[src/rtl/trace_reader.sv]
// trace_reader: scans a captured sample buffer across the visible area and draws it as a
// vertically filled trace. Define TRACE_READER_GRID_EN to add the graticule overlay on grid_pixel.
module trace_reader #(
  parameter int H_ACTIVE = 640,
  parameter int V_ACTIVE = 480,
  parameter int Y_SHIFT  = 3
) (
  input  logic        clock,
  input  logic        reset,
  input  logic [9:0]  hcount,
  input  logic [9:0]  vcount,
  input  logic        fifo_full,
  input  logic [11:0] sample_in,
  input  logic        hold,
  output logic [9:0]  xaxis,
  output logic        waveform,
  output logic        arm,
  output logic        trace_pixel,
  output logic        grid_pixel,
  output logic        displaying
);

  typedef enum logic [1:0] {IDLE, ARM, CAPTURE, DISPLAY} state_t;

  localparam logic [11:0] Y_MAX = 12'(V_ACTIVE - 1);

  state_t      state_q, state_d;
  logic        captured_q, captured_d;
  logic [1:0]  timeout_q, timeout_d;
  logic        fifo_full_q, fifo_full_d;
  logic [9:0]  xaxis_q, xaxis_d;
  logic        waveform_q, waveform_d;
  logic [9:0]  hcount_d1_q, hcount_d1_d, hcount_d2_q, hcount_d2_d;
  logic [9:0]  vcount_d1_q, vcount_d1_d, vcount_d2_q, vcount_d2_d, vcount_d3_q, vcount_d3_d;
  logic        active_d1_q, active_d1_d, active_d2_q, active_d2_d, active_d3_q, active_d3_d;
  logic [9:0]  ycur_q, ycur_d, yprev_q, yprev_d;
`ifdef TRACE_READER_GRID_EN
  logic [9:0]  hcount_d3_q, hcount_d3_d;
`endif

  logic        active, vbs, fifo_rise;
  logic [11:0] sample_shift, sample_clamp;
  logic [9:0]  y_lo, y_hi;

  assign active    = (hcount < 10'(H_ACTIVE)) && (vcount < 10'(V_ACTIVE));
  assign vbs       = (vcount == 10'(V_ACTIVE)) && (hcount == 10'd0);
  assign fifo_rise = fifo_full && !fifo_full_q;

  // Address, scale and position-delay pipeline; the delays keep the pixel position aligned
  // with the sample that comes back from the buffer.
  always_comb begin
    xaxis_d      = active ? hcount : xaxis_q;
    waveform_d   = active;
    hcount_d1_d  = hcount;
    hcount_d2_d  = hcount_d1_q;
    vcount_d1_d  = vcount;
    vcount_d2_d  = vcount_d1_q;
    vcount_d3_d  = vcount_d2_q;
    active_d1_d  = active;
    active_d2_d  = active_d1_q;
    active_d3_d  = active_d2_q;
`ifdef TRACE_READER_GRID_EN
    hcount_d3_d  = hcount_d2_q;
`endif
    sample_shift = sample_in >> Y_SHIFT;
    sample_clamp = (sample_shift > Y_MAX) ? Y_MAX : sample_shift;
    ycur_d       = 10'(Y_MAX - sample_clamp);
    // Column 0 starts a fresh line, so no fill is drawn back to the previous line's end.
    yprev_d      = (hcount_d2_q == 10'd0) ? ycur_d : ycur_q;
  end

  always_comb begin
    state_d     = state_q;
    timeout_d   = timeout_q;
    fifo_full_d = fifo_full;
    case (state_q)
      IDLE:    if (vbs) state_d = ARM;
      ARM:     state_d = CAPTURE;
      CAPTURE: begin
        // A capture edge landing on vbs is only seen at the following vbs.
        if (vbs) begin
          if (captured_q) begin
            state_d = DISPLAY;
          end else if (!fifo_rise) begin
            if (timeout_q == 2'd3) state_d = ARM;
            else                   timeout_d = timeout_q + 2'd1;
          end
        end
      end
      DISPLAY: if (vbs && !hold) state_d = ARM;
      default: state_d = IDLE;
    endcase
    captured_d = (state_q == CAPTURE) && (state_d == CAPTURE) && (captured_q || fifo_rise);
    if (state_d != CAPTURE) timeout_d = 2'd0;
  end

  always_ff @(posedge clock or posedge reset) begin
    if (reset) begin
      state_q     <= IDLE;
      captured_q  <= 1'b0;
      timeout_q   <= 2'd0;
      fifo_full_q <= 1'b0;
      xaxis_q     <= 10'd0;
      waveform_q  <= 1'b0;
      hcount_d1_q <= 10'd0;
      hcount_d2_q <= 10'd0;
      vcount_d1_q <= 10'd0;
      vcount_d2_q <= 10'd0;
      vcount_d3_q <= 10'd0;
      active_d1_q <= 1'b0;
      active_d2_q <= 1'b0;
      active_d3_q <= 1'b0;
      ycur_q      <= 10'd0;
      yprev_q     <= 10'd0;
`ifdef TRACE_READER_GRID_EN
      hcount_d3_q <= 10'd0;
`endif
    end else begin
      state_q     <= state_d;
      captured_q  <= captured_d;
      timeout_q   <= timeout_d;
      fifo_full_q <= fifo_full_d;
      xaxis_q     <= xaxis_d;
      waveform_q  <= waveform_d;
      hcount_d1_q <= hcount_d1_d;
      hcount_d2_q <= hcount_d2_d;
      vcount_d1_q <= vcount_d1_d;
      vcount_d2_q <= vcount_d2_d;
      vcount_d3_q <= vcount_d3_d;
      active_d1_q <= active_d1_d;
      active_d2_q <= active_d2_d;
      active_d3_q <= active_d3_d;
      ycur_q      <= ycur_d;
      yprev_q     <= yprev_d;
`ifdef TRACE_READER_GRID_EN
      hcount_d3_q <= hcount_d3_d;
`endif
    end
  end

  assign y_lo        = (ycur_q < yprev_q) ? ycur_q : yprev_q;
  assign y_hi        = (ycur_q < yprev_q) ? yprev_q : ycur_q;
  assign xaxis       = xaxis_q;
  assign waveform    = waveform_q;
  assign arm         = (state_q == ARM);
  assign displaying  = (state_q == DISPLAY);
  assign trace_pixel = displaying && active_d3_q && (vcount_d3_q >= y_lo) && (vcount_d3_q <= y_hi);

`ifdef TRACE_READER_GRID_EN
  assign grid_pixel = active_d3_q && ((hcount_d3_q[5:0] == 6'd0) ||
                                      ((vcount_d3_q % 10'd60) == 10'd0) ||
                                      (hcount_d3_q == 10'(H_ACTIVE - 1)) ||
                                      (vcount_d3_q == 10'(V_ACTIVE - 1)));
`else
  assign grid_pixel = 1'b0;
`endif

endmodule
[config.mk]
export PLATFORM = sky130hd
export DESIGN_NAME = trace_reader
export DESIGN_NICKNAME = d
export VERILOG_FILES = /design/src/rtl/trace_reader.sv
export SDC_FILE = /design/constraint.sdc
export NUM_CORES = 1
export LEC_CHECK = 0
export CAP_MARGIN = 20
export CORE_MARGIN = 5
export CORE_UTILIZATION = 45
export DETAILED_ROUTE_END_ITERATION = 8
export MAX_ROUTING_LAYER = met4
export PLACE_DENSITY = 0.71
export SLEW_MARGIN = 15
export SYNTH_ARGS = -nofsm -noshare
export SYNTH_HDL_FRONTEND = slang
export SYNTH_SLANG_ARGS = --single-unit
[constraint.sdc]
create_clock -name clock -period 6.9 [get_ports clock]
set_input_delay 1.035 -clock clock [delete_from_list [all_inputs] [get_ports clock]]
set_output_delay 1.035 -clock clock [all_outputs]
set_load 0.05 [all_outputs]
==> Implementation_results.wiki <==
{| class="wikitable"
! Metric !! Value
|-
| RR Startpoint || hcount_d2_q[5]
|-
| Final Instance Area || 0.00521 sq mm
|-
| Router iterations before antenna repair || 4
|-
| Setup bufs post-CTS || 0
|-
| Unrepaired setup endpoints after global routing || no
|-
| Worst reg2reg endpoint || yprev_q[7]
|-
| Final critical-path share of the clock period || 81.5%
|-
| Diodes inserted || 0
|-
| Number of antenna violations at the first check in global routing || 0
|-
| Aggregate routed wire length || 9080 microns
|-
| Antenna Nets Post-Route || 0
|-
| Initial detailed-routing violation count || 165
|-
| Post-placement cell count || 528
|-
| Headroom to the max-slew limit || 45.7%
|-
| Fraction of registers with async set or reset after synthesis || 100%
|-
| Routability congestion estimate from global placement || 0.854
|-
| Outcome || finished clean
|-
| TritonCTS clock tree || done
|-
| Internal power || 892 uW
|-
| Switching portion of total power || 30.7%
|-
| Flop2flop setup slack || 5.24 ns
|-
| Hold path startpoint || active_d2_q
|-
| R2R depth || 3
|-
| Layout Cells excl Fill || 544
|-
| Worst setup path startpoint || ycur_q[8]
|-
| Number of hold buffers added after cts || 0
|-
| Flops & latches, synth || 89
|-
| Number of synthesized flops with an enable pin || 0
|-
| Max-cap violations || 0
|-
| P_leak || 2.20 nW
|-
| Starting utilization of the core area || 45.8%
|-
| Inserted Clock Buffers || 9
|-
| Share of the yosys chip area belonging to registers || 50.0%
|-
| Placement row count || 36
|-
| Reg clk slew, reported paths || 0.09 ns
|-
| Vias in the first global route || 3,118
|-
| Port bufs || 46
|-
| Final Setup Violations || 0
|-
| Peak VDD IR || 180 uV
|-
| Placed wire-length estimate || 6550 microns
|-
| Final slew viol count || 0
|-
| Die Span Y || 109 microns
|-
| Fin crit period || 5.62 ns
|-
| Relative contribution of the clock network to total power || 30.9%
|-
| Per-instance average area after synthesis || 12.2 sq um
|-
| Critical Path End Type || primary output
|-
| CP endpoint || trace_pixel
|-
| Die outline width || 109 microns
|-
| Share of power burned in combinational logic || 24.3%
|-
| Data arrival time of the worst path || 4.59 ns
|-
| Fmax || 0.178 GHz
|-
| Top-Level Pins || 51
|-
| Final core utilization || 53.5%
|-
| CP required || 5.86 ns
|-
| Yosys warnings || 0
|-
| Number of nets in the final layout || 473
|-
| Clock tree sinks || 89
|-
| Root buffer selected by CTS || sky130_fd_sc_hd__clkbuf_8
|-
| Global-route wire length before repair || 15,200 microns
|-
| Post-synthesis instance area || 0.00445 sq mm
|-
| Worst min-delay path category || flop to flop
|-
| Worst Hold Slack || 0.353 ns
|-
| Placeable core area || 0.00973 sq mm
|-
| Cell count after synthesis || 364
|-
| Power density over the cells || 247 mW/mm^2
|-
| Overall overflow remaining after global route || 0
|-
| Total negative slack for setup checks || 0 ns
|-
| Vias after detailed routing || 3,033
|-
| Vias per inst || 5.58
|-
| Residual DRC count || 0
|-
| Area enclosed by the die boundary || 0.0120 sq mm
|-
| Count of final hold-check violations || 0
|-
| Most used flip-flop cell after synthesis || sky130_fd_sc_hd__dfrtp_1
|-
| Final setup skew || 0.00920 ns
|-
| Post-synth net total || 431
|-
| Share of power burned in registers || 44.8%
|-
| Worst setup path class || flop to primary output
|-
| Power spent charging and discharging nets || 396 uW
|-
| CTS H-Tree Depth || 3
|-
| Wire length per cell after detailed routing || 16.7 microns
|-
| Largest buffer count on any clock path || 2
|-
| Proportion of layout cells with a drive suffix above 1 || 16.1%
|-
| Syn-to-layout area delta || 17.0%
|-
| Critical-path maximum fanout || 20
|-
| Cell Area, Placed || 0.00498 sq mm
|-
| Count of unique library cells instantiated by Yosys || 56
|-
| Slew at the pin with the worst max-slew slack || 0.814 ns
|-
| Clock latency at the later pin of the worst-skew pair || 0.36 ns
|-
| Total Routing Usage GR || 17.1%
|-
| Post-cts gate resize count || 0
|-
| Largest net degree at the start of global routing || 90
|-
| CP startpoint kind || flop
|}
-- cells in the mapped netlist (all sizes together), types with 6 or more instances --
cell type / instances / area [sq um]
a22o: 10 / 87.6
and2: 12 / 83.8
nor2: 11 / 41.3
clkbuf: 8 / 33.8
nor4: 8 / 50.1
a211oi: 12 / 145
o211a: 8 / 80.1
ha: 31 / 388
buf: 12 / 105
nand2: 16 / 60.1
a211o: 12 / 105
dfrtp: 89 / 2230
o211ai: 6 / 45.0
a2111oi: 12 / 180
a22oi: 10 / 75.1
inv: 18 / 67.6
and3: 6 / 37.5
o21ai: 17 / 85.1
mux2: 18 / 203
-- layer usage --
metal,vias to the layer above,global-route usage (%),share of wire (%)
met5,-,-,0
met1,1489,21.0,43
li1,1440,-,-
met3,21,3.46,3.7
met2,83,27.2,50
met4,0,7.75,3.0
-- kinds of logic (layout without fill, tap and decap cells) --
kind of cell,after synthesis,after routing,synth area share (%)
adder cells (fa/ha/maj),31,31,8.71
other,1,1,0.0842
XOR/XNOR,1,1,0.197
multiplexers,19,19,4.78
flip-flops,89,89,50.0
buffers and inverters,39,86,4.83
AND/OR/NAND/NOR,78,78,9.72
AO/OA/AOI/OAI,106,106,21.6
-- state kept, by name, summed over array words and instances (netlist names), 2 cells and up --
name,count
hcount_d1_q,10
vcount_d1_q,10
hcount_d2_q,10
yprev_q,10
xaxis,10
ycur_q,10
vcount_d3_q,10
vcount_d2_q,10
timeout_q,2
state_q,2
-- how the worst min path moves through the flow --
stage	slack [ns]	depth (start not counted)	to
after CTS	0.35	0	vcount_d2_q[4]
after global routing	0.36	0	hcount_d2_q[6]
final	0.35	0	active_d3_q
after floorplan	0.33	0	active_d3_q
after global placement	0.33	0	vcount_d3_q[9]
after detailed placement	0.33	0	vcount_d2_q[1]
-- worst max-delay path: stages (launching register included) --
cell and delay, ns:
sky130_fd_sc_hd__dfrtp_1 0.46, sky130_fd_sc_hd__ha_1 0.29, sky130_fd_sc_hd__o21a_2 0.32, sky130_fd_sc_hd__nor2_2 0.42, sky130_fd_sc_hd__buf_4 0.37, sky130_fd_sc_hd__a2111oi_2 0.09
sky130_fd_sc_hd__a211oi_2 0.26, sky130_fd_sc_hd__ha_1 0.28, sky130_fd_sc_hd__a2111oi_0 0.33, sky130_fd_sc_hd__o21ai_0 0.15, sky130_fd_sc_hd__a2111oi_0 0.39, sky130_fd_sc_hd__a311oi_1 0.13
sky130_fd_sc_hd__clkdlybuf4s50_1 0.73
-- layout by cell type (no fill, tap or decap), types with 10 or more instances in the layout --
cell	synthesis	routed
sky130_fd_sc_hd__nand2_1	16	16
sky130_fd_sc_hd__inv_1	18	17
sky130_fd_sc_hd__dfrtp_1	89	89
sky130_fd_sc_hd__nor2_1	11	10
sky130_fd_sc_hd__a211oi_2	11	11
sky130_fd_sc_hd__o21ai_0	17	17
sky130_fd_sc_hd__ha_1	31	31
sky130_fd_sc_hd__a22o_1	10	10
sky130_fd_sc_hd__a211o_1	12	12
sky130_fd_sc_hd__clkdlybuf4s50_1	0	46
sky130_fd_sc_hd__a22oi_1	10	10
-- per-stage QoR --
step,power [mW],setup slack (ns)
floorplan,0.809,2.24
global placement,0.889,1.71
detailed placement,0.899,1.66
CTS,1.30,1.25
global route,1.36,0.999
finish,1.29,1.28
-- final cells by class --
type                            instances  area (sq um)
Clock inverter                          6          96.3
Inverter                               18          68.8
Multi-Input combinational cell        236          2010
Timing Repair Buffer                   52           509
Fill cell                             848          4520
Clock buffer                           10           128
Tap cell                              133           166
Sequential cell                        89          2230
-- power by group through the flow --
stage               clock network (mW)  logic (mW)  registers (mW)
finish                           0.398       0.313           0.576
global route                     0.432       0.345           0.581
CTS                              0.411       0.315           0.576
detailed placement                   0       0.313           0.586
global placement                     0       0.304           0.585
floorplan                            0       0.195           0.615
No activity file was read; power rests on OpenSTA's default activity.
